--- src/rtl/gf16_root_inv.sv ---
// Iterative GF(2^4) square root (a^8) / inverse (a^14) unit with valid/ready handshakes.
// Optional zero-operand inverse flag: define GF16_ROOT_INV_ZERO_FLAG_EN to add out_zero_err_o.
module gf16_root_inv #(
    parameter logic [3:0] POLY = 4'b0011
) (
    input  logic       clk_i,
    input  logic       rst_i,
    input  logic       in_valid_i,
    output logic       in_ready_o,
    input  logic       in_op_i,
    input  logic [3:0] in_a_i,
    output logic       out_valid_o,
    input  logic       out_ready_i,
`ifdef GF16_ROOT_INV_ZERO_FLAG_EN
    output logic       out_zero_err_o,
`endif
    output logic [3:0] out_z_o
);

    // state | meaning
    // IDLE  | waiting for a request, in_ready high
    // CALC  | three square/multiply steps, cnt counts them
    // DONE  | result presented until out_ready
    localparam logic [1:0] IDLE = 2'd0;
    localparam logic [1:0] CALC = 2'd1;
    localparam logic [1:0] DONE = 2'd2;

    logic [1:0] state_q, state_d;
    logic [3:0] r_q, r_d;
    logic [3:0] acc_q, acc_d;
    logic       op_q, op_d;
    logic [1:0] cnt_q, cnt_d;
    logic [3:0] out_z_q, out_z_d;
    logic [3:0] sq;
    logic [3:0] prod;

    // Carry-less product, then fold x^6..x^4 back using x^4 = POLY.
    function automatic logic [3:0] gf_mul(input logic [3:0] x, input logic [3:0] y);
        logic [6:0] p;
        p = '0;
        for (int i = 0; i < 4; i++) begin
            if (y[i]) p = p ^ (7'(x) << i);
        end
        for (int i = 6; i >= 4; i--) begin
            if (p[i]) begin
                p[i]         = 1'b0;
                p[i-4 +: 4]  = p[i-4 +: 4] ^ POLY;
            end
        end
        return p[3:0];
    endfunction

    assign sq   = gf_mul(r_q, r_q);
    assign prod = gf_mul(acc_q, sq);

    always_comb begin
        state_d = state_q;
        r_d     = r_q;
        acc_d   = acc_q;
        op_d    = op_q;
        cnt_d   = cnt_q;
        out_z_d = out_z_q;
        case (state_q)
            IDLE: begin
                if (in_valid_i) begin
                    r_d     = in_a_i;
                    acc_d   = 4'h1;
                    op_d    = in_op_i;
                    cnt_d   = 2'd0;
                    state_d = CALC;
                end
            end
            CALC: begin
                r_d   = sq;
                acc_d = prod;
                cnt_d = cnt_q + 2'd1;
                if (cnt_q == 2'd2) begin
                    out_z_d = op_q ? prod : sq;
                    state_d = DONE;
                end
            end
            DONE: begin
                if (out_ready_i) state_d = IDLE;
            end
            default: state_d = IDLE;
        endcase
    end

    always_ff @(posedge clk_i) begin
        if (rst_i) begin
            state_q <= IDLE;
            r_q     <= '0;
            acc_q   <= '0;
            op_q    <= 1'b0;
            cnt_q   <= '0;
            out_z_q <= '0;
        end else begin
            state_q <= state_d;
            r_q     <= r_d;
            acc_q   <= acc_d;
            op_q    <= op_d;
            cnt_q   <= cnt_d;
            out_z_q <= out_z_d;
        end
    end

`ifdef GF16_ROOT_INV_ZERO_FLAG_EN
    logic zero_err_q, zero_err_d;

    // Squaring maps zero to zero only, so r is zero at the last step iff the operand was.
    always_comb begin
        zero_err_d = zero_err_q;
        if (state_q == CALC && cnt_q == 2'd2) zero_err_d = op_q && (r_q == 4'h0);
        else if (state_q == DONE && out_ready_i) zero_err_d = 1'b0;
    end

    always_ff @(posedge clk_i) begin
        if (rst_i) zero_err_q <= 1'b0;
        else       zero_err_q <= zero_err_d;
    end

    assign out_zero_err_o = zero_err_q;
`endif

    assign in_ready_o  = (state_q == IDLE);
    assign out_valid_o = (state_q == DONE);
    assign out_z_o     = out_z_q;

endmodule

--- config.mk ---
export PLATFORM = sky130hd
export DESIGN_NAME = gf16_root_inv
export DESIGN_NICKNAME = d
export VERILOG_FILES = /design/src/rtl/gf16_root_inv.sv
export SDC_FILE = /design/constraint.sdc
export NUM_CORES = 1
export LEC_CHECK = 0
export ABC_AREA = 1
export CORE_AREA = 2 2 61 63
export DETAILED_ROUTE_END_ITERATION = 16
export DIE_AREA = 0 0 63 65
export PLACE_DENSITY = 0.57
export REMOVE_ABC_BUFFERS = 1
export SYNTH_ARGS = -nofsm -noshare
export SYNTH_HDL_FRONTEND = slang
export SYNTH_SLANG_ARGS = --single-unit
--- constraint.sdc ---
create_clock -name clk_i -period 4.04 [get_ports clk_i]
set_clock_uncertainty 0.15 [all_clocks]
set_input_delay 0.808 -clock clk_i [delete_from_list [all_inputs] [get_ports clk_i]]
set_output_delay 0.808 -clock clk_i [all_outputs]
set_load 0.02 [all_outputs]
Word level (Yosys, flattened, before mapping)
Cells that the tools add are included.
W data, S select, Z words.

word-level totals
  output and inout bits = 6
  input port bits = 9
  logic and storage cells = 56
  flip-flop bits (word level) = 17

operators by class
  muxes and demuxes = 25
  reductions and logical operators = 6
  add/sub/neg operators = 1
  bitwise gates (word level) = 12
  eq/ne operators = 6

operators with widths
  operator               count
  $mux W7                4
  $mux W2                10
  $mux W4                5
  $pmux W4 S2            2
  $not A2 Y2             6
  $xor A4 B5 Y5          2
  $xor A6 B7 Y7          1
  $xor A7 B6 Y7          1
  $xor A7 B7 Y7          1
  $mux W6                1
  $pmux W2 S3            1
  $reduce_and A2 Y1      3
  $xor A5 B6 Y6          1
  $mux W5                1
  $eq A2 B2 Y1 const B   2
  $ne A2 B2 Y1 const B   2
  $pmux W2 S2            1
  $reduce_and A3 Y1      1
  $add A2 B1 Y2 const B  1
  $eq A2 B1 Y1 const B   1
  $logic_not A2 Y1       1
  $ne A2 B1 Y1 const B   1
  $reduce_bool A2 Y1     1

Logic depth before layout (Yosys ltp)
Gate-level depths: netlist of run 1.

  word-level depth = 27
  depth in mapped cells = 13
  mapped depth without buffers = 12

Worst setup path after synthesis of run 1
No wires, ideal clock.

  path type = register -> output
  start point = register state_q[1]
  end point = output port out_valid_o
  stages on the path, launching flop included = 3
  path slack = 2.356 ns
  path buffers = 0
  required time = 3.082 ns
  arrival = 0.726 ns
  path through = dfxtp_1 -> inv_1 -> nor2_1

on the way
  cells in the longest elaborated chain, start to end = 1

RTL lines
  element                 line  RTL
  from (decl)             28    logic [1:0] state_q, state_d;
  from (signal assigned)  98    state_q <= state_d;
  $eq A2 B2 Y1            126   assign out_valid_o = (state_q == DONE);
  to (decl)               12    output logic out_valid_o,

Every way passes these cells.

Worst setup path after layout of run 1
Ends and elaborated chain as after synthesis.

==> impl_metrics.sql, run 1 <==
INSERT INTO impl_metrics (metric_group, metric, value, unit) VALUES
('status', 'outcome', 'completed', ''),
('sta', 'finalSetupViolations', '0', ''),
('synth', 'prevailing_post_synth_register_cell', 'sky130_fd_sc_hd__dfxtp_1', ''),
('synth', 'post_synth_num_cell_types', '27', ''),
('clock_network', 'ctsResizeCount', '0', ''),
('power_and_ir_drop', 'power.ir.vdd_worst', '0.147', 'mV'),
('final_layout', 'stdcell_count', '234', ''),
('drt', 'totalWireLength', '2.48', 'mm'),
('floorplan', 'placement_rows', '22', ''),
('critical_path', 'endpoint_kind', 'primary output', ''),
('sta', 'final_min_period_over_clock_period', '0.609', ''),
('final_layout', 'drive_gt1_frac', '0.161', ''),
('sta', 'final_critical_path_setup_slack', '1580', 'ps'),
('critical_path', 'worstSetupStartpointType', 'flip-flop', ''),
('final_layout', 'flow.area_growth_from_synthesis', '15.4', '%'),
('min_path', 'timing.hold.worst.class', 'flip-flop to flip-flop', ''),
('critical_path', 'critical_path_peak_fanout', '3', ''),
('drt', 'route.vias.total', '1078', ''),
('final_layout', 'design.final.nets', '197', ''),
('drt', 'avgRoutedWirePerCell', '10.6', 'µm'),
('floorplan', 'height_of_the_chip', '65', 'µm'),
('floorplan', 'die_x', '63', 'µm'),
('global_route', 'grt_first_pass_wirelength', '4.47', 'mm'),
('placement', 'post-place-cells', '230', ''),
('critical_path', 'cp.required', '3080', 'ps'),
('power_and_ir_drop', 'power_density', '267', 'nW/µm²'),
('critical_path', 'critical_path.n_buffers_inverters', '2', ''),
('sta', 'post-route-min-period', '2460', 'ps'),
('sta', 'drv_slew', '0', ''),
('drt', 'drt_drc_violations_left', '0', ''),
('floorplan', 'core', '3500', 'µm²'),
('clock_network', 'root_buffer', 'sky130_fd_sc_hd__clkbuf_4', ''),
('clock_network', 'cts_inserted_buffers', '3', ''),
('final_layout', 'antenna_cells', '0', ''),
('global_route', 'grt_antenna_before_repair', '0', ''),
('drt', 'firstDrtPassIters', '4', ''),
('sta', 'slew-limit-headroom', '0.658', ''),
('clock_network', 'cts_tree', 'done', ''),
('floorplan', 'ioPinCount', '15', ''),
('floorplan', 'initial_utilization', '0.330', ''),
('clock_network', 'number_of_buffers_inserted_by_post_cts_setup_repair', '0', ''),
('critical_path', 'cell_by_cell_trace_of_the_critical_path', 'inv_1, nor2_1, clkdlybuf4s50_1', ''),
('clock_network', 'insertion_delay', '280', 'ps'),
('placement', 'detailedPlacementHpwl', '1.98', 'mm'),
('clock_network', 'clkSinkCount', '17', ''),
('global_route', 'overflow', '0', ''),
('global_route', 'number_of_global_route_vias_before_repair', '1011', ''),
('sta', 'final_hold_violating_endpoints', '0', ''),
('global_route', 'grt_max_degree', '13', ''),
('synth', 'syn_area', '1150', 'µm²'),
('critical_path', 'timing.critical_path.slowest_cell_delay', '620', 'ps'),
('critical_path', 'timing.critical_path.slowest_stage_cell', 'sky130_fd_sc_hd__clkdlybuf4s50_1', ''),
('critical_path', 'worst_path_dominant_cell_family', 'buffers and inverters', ''),
('power_and_ir_drop', 'leakage', '0.562', 'nW'),
('synth', 'syn-instance-count', '174', ''),
('placement', 'io_buffers', '14', ''),
('synth', 'synth-edff-count', '0', ''),
('placement', 'gp_congestion', '0.728', ''),
('run', 'cap_viol_max_count', '0', ''),
('synth', 'synth.yosys.seq_area_share', '0.295', ''),
('global_route', 'groute.usage.overall', '0.136', ''),
('critical_path', 'cp.arrival', '1500', 'ps'),
('critical_path', 'crit_type', 'flip-flop to primary output', ''),
('clock_network', 'cts_hold_repair.buffers', '0', ''),
('synth', 'ys_async_sr_fraction', '0', ''),
('placement', 'dpl_worst_slack', '1780', 'ps'),
('synth', 'ys_ff_latch', '17', ''),
('drt', 'drt_first_iter_violations', '33', ''),
('sta', 'max_freq', '407', 'MHz'),
('synth', 'yosys_warnings', '0', ''),
('floorplan', 'die-area', '4100', 'µm²'),
('clock_network', 'clk_path_buf_depth', '2', ''),
('sta', 'timing_worst_slew_pin_value', '511', 'ps'),
('synth', 'synth_area_per_cell', '6.64', 'µm²'),
('sta', 'setup_total_negative_slack', '0', 'ps'),
('clock_network', 'htree_levels', '1', ''),
('drt', 'drtAntennaViolNets', '0', ''),
('sta', 'rsz0062_at_grt', 'no', ''),
('drt', 'detail_route.vias_per_cell', '4.61', ''),
('clock_network', 'clkTransAtPathRegs', '100', 'ps');
-- layer usage --
metal / global-route usage / vias to the layer above / routed length [µm]
met5: 0 / - / 0
met3: 0.0104 / 2 / 116
met2: 0.237 / 31 / 1140
met1: 0.179 / 463 / 1210
li1: - / 582 / -
met4: 0.0417 / 0 / 7
-- stage by stage --
stage               power, W  hold slack [ps]  utilization  instance area (µm²)
finish              0.000355              305        0.381                 1330
global route        0.000379              337        0.381                 1330
CTS                 0.000361              311        0.381                 1330
detailed placement  0.000270              301        0.374                 1310
global placement    0.000271              294        0.374                 1310
floorplan           0.000242              276            -                 1110
-- Yosys cell counts (2+ instances only) --
cell type / number / area share
sky130_fd_sc_hd__a21oi_1: 11 / 0.048
sky130_fd_sc_hd__nand2_2: 8 / 0.043
sky130_fd_sc_hd__buf_4: 3 / 0.020
sky130_fd_sc_hd__inv_2: 6 / 0.020
sky130_fd_sc_hd__a21oi_2: 5 / 0.038
sky130_fd_sc_hd__dfxtp_1: 17 / 0.29
sky130_fd_sc_hd__o21ai_0: 7 / 0.030
sky130_fd_sc_hd__buf_6: 2 / 0.020
sky130_fd_sc_hd__nand3_1: 13 / 0.056
sky130_fd_sc_hd__inv_1: 22 / 0.072
sky130_fd_sc_hd__xor2_1: 2 / 0.015
sky130_fd_sc_hd__nand2_1: 51 / 0.17
sky130_fd_sc_hd__o211ai_1: 3 / 0.020
sky130_fd_sc_hd__nor2_4: 3 / 0.029
sky130_fd_sc_hd__nand4_1: 5 / 0.027
sky130_fd_sc_hd__nor2_1: 5 / 0.016
-- worst paths after layout --
check | from | endpoint | slack [ps] | cells past startpoint
worst max-delay path | state_q[1]$_SDFFE_PP0P_ | out_valid_o | 1580 | 3
worst min-delay path | cnt_q[0]$_SDFFE_PP0P_ | cnt_q[0]$_SDFFE_PP0P_ | 300 | 1
worst max register to register | r_q[2]$_SDFFE_PP0P_ | out_z_o[3]$_SDFFE_PP0P_ | 2280 | 11
worst min register to register | cnt_q[0]$_SDFFE_PP0P_ | cnt_q[0]$_SDFFE_PP0P_ | 300 | 1
-- cells in the final DEF, fill, tap and decap left out, drive strengths merged --
cell,synthesis,layout
a221oi,1,1
xnor2,1,1
nand2,60,60
nand4,5,5
clkinv,1,1
inv,29,29
clkbuf,1,4
or2,1,1
dfxtp,17,17
clkdlybuf4s50,0,14
a21oi,16,16
nor2,8,8
xor2,2,2
nand3,14,14
o211ai,3,3
ha,1,1
o221ai,1,1
o21ai,8,8
-- sequential cells by signal, summed over array words and instances, names as in the netlist --
signal,flops
acc_q,4
cnt_q,2
out_z_o,4
op_q,1
state_q,2
r_q,4
-- area by class of cell --
class | count | area [µm²]
well taps | 48 | 60.1
inverters | 30 | 115
multi-input cells | 121 | 651
clock buffers | 4 | 26.3
repair buffers | 14 | 140
flip-flops and latches | 17 | 340
fillers | 404 | 2160
-- kinds of logic after synthesis --
kind of cell,after synthesis,synth area share
compound gates,29,0.155
flops,17,0.295
xor+xnor,3,0.0293
simple gates,88,0.368
fa+ha+maj,1,0.0108
buf+inv,36,0.142
-- power by group --
part	total, W	leakage [nW]	switching (W)	internal [W]
sequential	0.000191	0.139	0.0000146	0.000176
combinational	0.0000745	0.408	0.0000460	0.0000284
clock	0.0000896	0.0150	0.0000513	0.0000383
total	0.000355	0.562	0.000112	0.000243
Note: power is estimated with default switching activity, not from simulation.
==> run 2: changes to the inputs <==
Settings changed: PLACE_DENSITY 0.57 to 0.59.
Clock period 4.04 ns to 2 ns, I/O delays scaled along.
==> impl_metrics.sql, run 2 (synthesis results as in run 1) <==
INSERT INTO impl_metrics (metric_group, metric, value, unit) VALUES
('status', 'outcome', 'completed', ''),
('drt', 'drtAntennaViolNets', '0', ''),
('clock_network', 'clk_path_buf_depth', '2', ''),
('sta', 'post-route-min-period', '1790', 'ps'),
('clock_network', 'clkSinkCount', '17', ''),
('clock_network', 'insertion_delay', '290', 'ps'),
('critical_path', 'critical_path.n_buffers_inverters', '1', ''),
('global_route', 'groute.usage.overall', '0.142', ''),
('power_and_ir_drop', 'power', '0.000730', 'W'),
('critical_path', 'cp.required', '1450', 'ps'),
('sta', 'final_min_period_over_clock_period', '0.893', ''),
('floorplan', 'ioPinCount', '15', ''),
('placement', 'gp_congestion', '0.824', ''),
('floorplan', 'height_of_the_chip', '65', 'µm'),
('critical_path', 'endpoint_kind', 'primary output', ''),
('final_layout', 'flow.area_growth_from_synthesis', '16.8', '%'),
('floorplan', 'die-area', '4100', 'µm²'),
('clock_network', 'number_of_buffers_inserted_by_post_cts_setup_repair', '0', ''),
('drt', 'drt_drc_violations_left', '0', ''),
('sta', 'max_freq', '560', 'MHz'),
('critical_path', 'worstSetupStartpointType', 'flip-flop', ''),
('final_layout', 'most_common_library_cell_in_the_layout_ignoring_fill_and_taps', 'sky130_fd_sc_hd__nand2_1', ''),
('global_route', 'overflow', '0', ''),
('final_layout', 'multi_input_comb_area', '651', 'µm²'),
('critical_path', 'crit_type', 'flip-flop to primary output', ''),
('clock_network', 'cts_inserted_buffers', '3', ''),
('clock_network', 'htree_levels', '1', ''),
('global_route', 'number_of_global_route_vias_before_repair', '997', ''),
('final_layout', 'design.final.nets', '199', ''),
('placement', 'io_buffers', '14', ''),
('final_layout', 'antenna_cells', '0', ''),
('drt', 'avgRoutedWirePerCell', '11.0', 'µm'),
('final_layout', 'drive_gt1_frac', '0.170', ''),
('critical_path', 'timing.critical_path.slowest_stage_cell', 'sky130_fd_sc_hd__clkdlybuf4s50_1', ''),
('power_and_ir_drop', 'leakage', '0.581', 'nW'),
('run', 'cap_viol_max_count', '0', ''),
('drt', 'detail_route.vias_per_cell', '4.58', ''),
('clock_network', 'cts_hold_repair.buffers', '0', ''),
('sta', 'timing_worst_slew_pin_value', '382', 'ps'),
('floorplan', 'core', '3500', 'µm²'),
('floorplan', 'die_x', '63', 'µm'),
('sta', 'finalSetupViolations', '0', ''),
('clock_network', 'clkTransAtPathRegs', '100', 'ps'),
('power_and_ir_drop', 'power_density', '542', 'nW/µm²'),
('critical_path', 'critical_path_peak_fanout', '2', ''),
('drt', 'firstDrtPassIters', '4', ''),
('global_route', 'grt_max_degree', '12', ''),
('sta', 'final_hold_violating_endpoints', '0', ''),
('clock_network', 'ctsResizeCount', '1', ''),
('min_path', 'timing.hold.worst.class', 'flip-flop to flip-flop', ''),
('clock_network', 'root_buffer', 'sky130_fd_sc_hd__clkbuf_4', ''),
('drt', 'drt_first_iter_violations', '28', ''),
('critical_path', 'timing.critical_path.slowest_cell_delay', '600', 'ps'),
('drt', 'totalWireLength', '2.61', 'mm'),
('critical_path', 'worst_path_dominant_cell_family', 'buffers and inverters', ''),
('sta', 'setup_total_negative_slack', '0', 'ps'),
('clock_network', 'cts_tree', 'done', ''),
('sta', 'drv_slew', '0', ''),
('critical_path', 'cell_by_cell_trace_of_the_critical_path', 'clkdlybuf4s50_1', ''),
('global_route', 'grt_first_pass_wirelength', '4.53', 'mm'),
('drt', 'route.vias.total', '1081', ''),
('critical_path', 'cp.arrival', '1240', 'ps'),
('final_layout', 'mostFrequentLayoutCells', 'sky130_fd_sc_hd__nand2_1 (51), sky130_fd_sc_hd__inv_1 (22), sky130_fd_sc_hd__dfxtp_1 (17)', ''),
('final_layout', 'register_area', '340', 'µm²'),
('power_and_ir_drop', 'power.ir.vdd_worst', '0.480', 'mV'),
('floorplan', 'initial_utilization', '0.330', ''),
('final_layout', 'fillerInstances', '405', ''),
('global_route', 'grt_antenna_before_repair', '0', ''),
('placement', 'detailedPlacementHpwl', '2.09', 'mm'),
('sta', 'slew-limit-headroom', '0.745', ''),
('sta', 'rsz0062_at_grt', 'no', ''),
('floorplan', 'placement_rows', '22', '');
run 2: cell types whose count changed in the layout (fill, tap and decap cells not counted):
cell,delta
sky130_fd_sc_hd__dlymetal6s2s_1,+1
sky130_fd_sc_hd__clkdlybuf4s50_1,-2
sky130_fd_sc_hd__dlygate4sd2_1,+1
sky130_fd_sc_hd__buf_4,+2
run 2: worst paths after layout:
| path | cells past startpoint | endpoint | slack, ps | start |
|---|---|---|---|---|
| setup / recovery | 1 | out_z_o[2] | 210 | out_z_o[2]$_SDFFE_PP0P_ |
| hold / removal | 1 | cnt_q[0]$_SDFFE_PP0P_ | 310 | cnt_q[0]$_SDFFE_PP0P_ |
| setup reg to reg | 10 | out_z_o[1]$_SDFFE_PP0P_ | 250 | r_q[2]$_SDFFE_PP0P_ |
| hold reg to reg | 1 | cnt_q[0]$_SDFFE_PP0P_ | 310 | cnt_q[0]$_SDFFE_PP0P_ |
run 2: cell type report:
type,count,share of cell area
multi-input combinational,121,0.482
timing repair buffer,16,0.116
inverter,30,0.0853
sequential,17,0.252
clock buffer,4,0.0195
tap,48,0.0445
run 2: through the flow:
stage	instance area [µm²]	hold slack (ps)	worst slack (ps)	cells	utilization
3_5_place_dp	1320	296	236	232	0.378
3_3_place_gp	1320	300	249	232	0.378
2_1_floorplan	1110	276	407	168	-
4_1_cts	1350	310	16.1	236	0.385
6_report	1350	308	214	236	0.386
5_1_grt	1350	347	47.4	236	0.386
run 2: layer usage:
layer | track usage | vias to the layer above | share of wire
li1 | - | 584 | -
met1 | 0.178 | 474 | 0.49
met2 | 0.243 | 19 | 0.47
met3 | 0.0156 | 4 | 0.026
met4 | 0.0694 | 0 | 0.013
met5 | 0 | - | 0
run 2: report_power, final:
group          switching (W)  internal [W]
Clock               0.000111     0.0000777
Sequential         0.0000292      0.000357
Combinational      0.0000960     0.0000606
Total               0.000236      0.000495
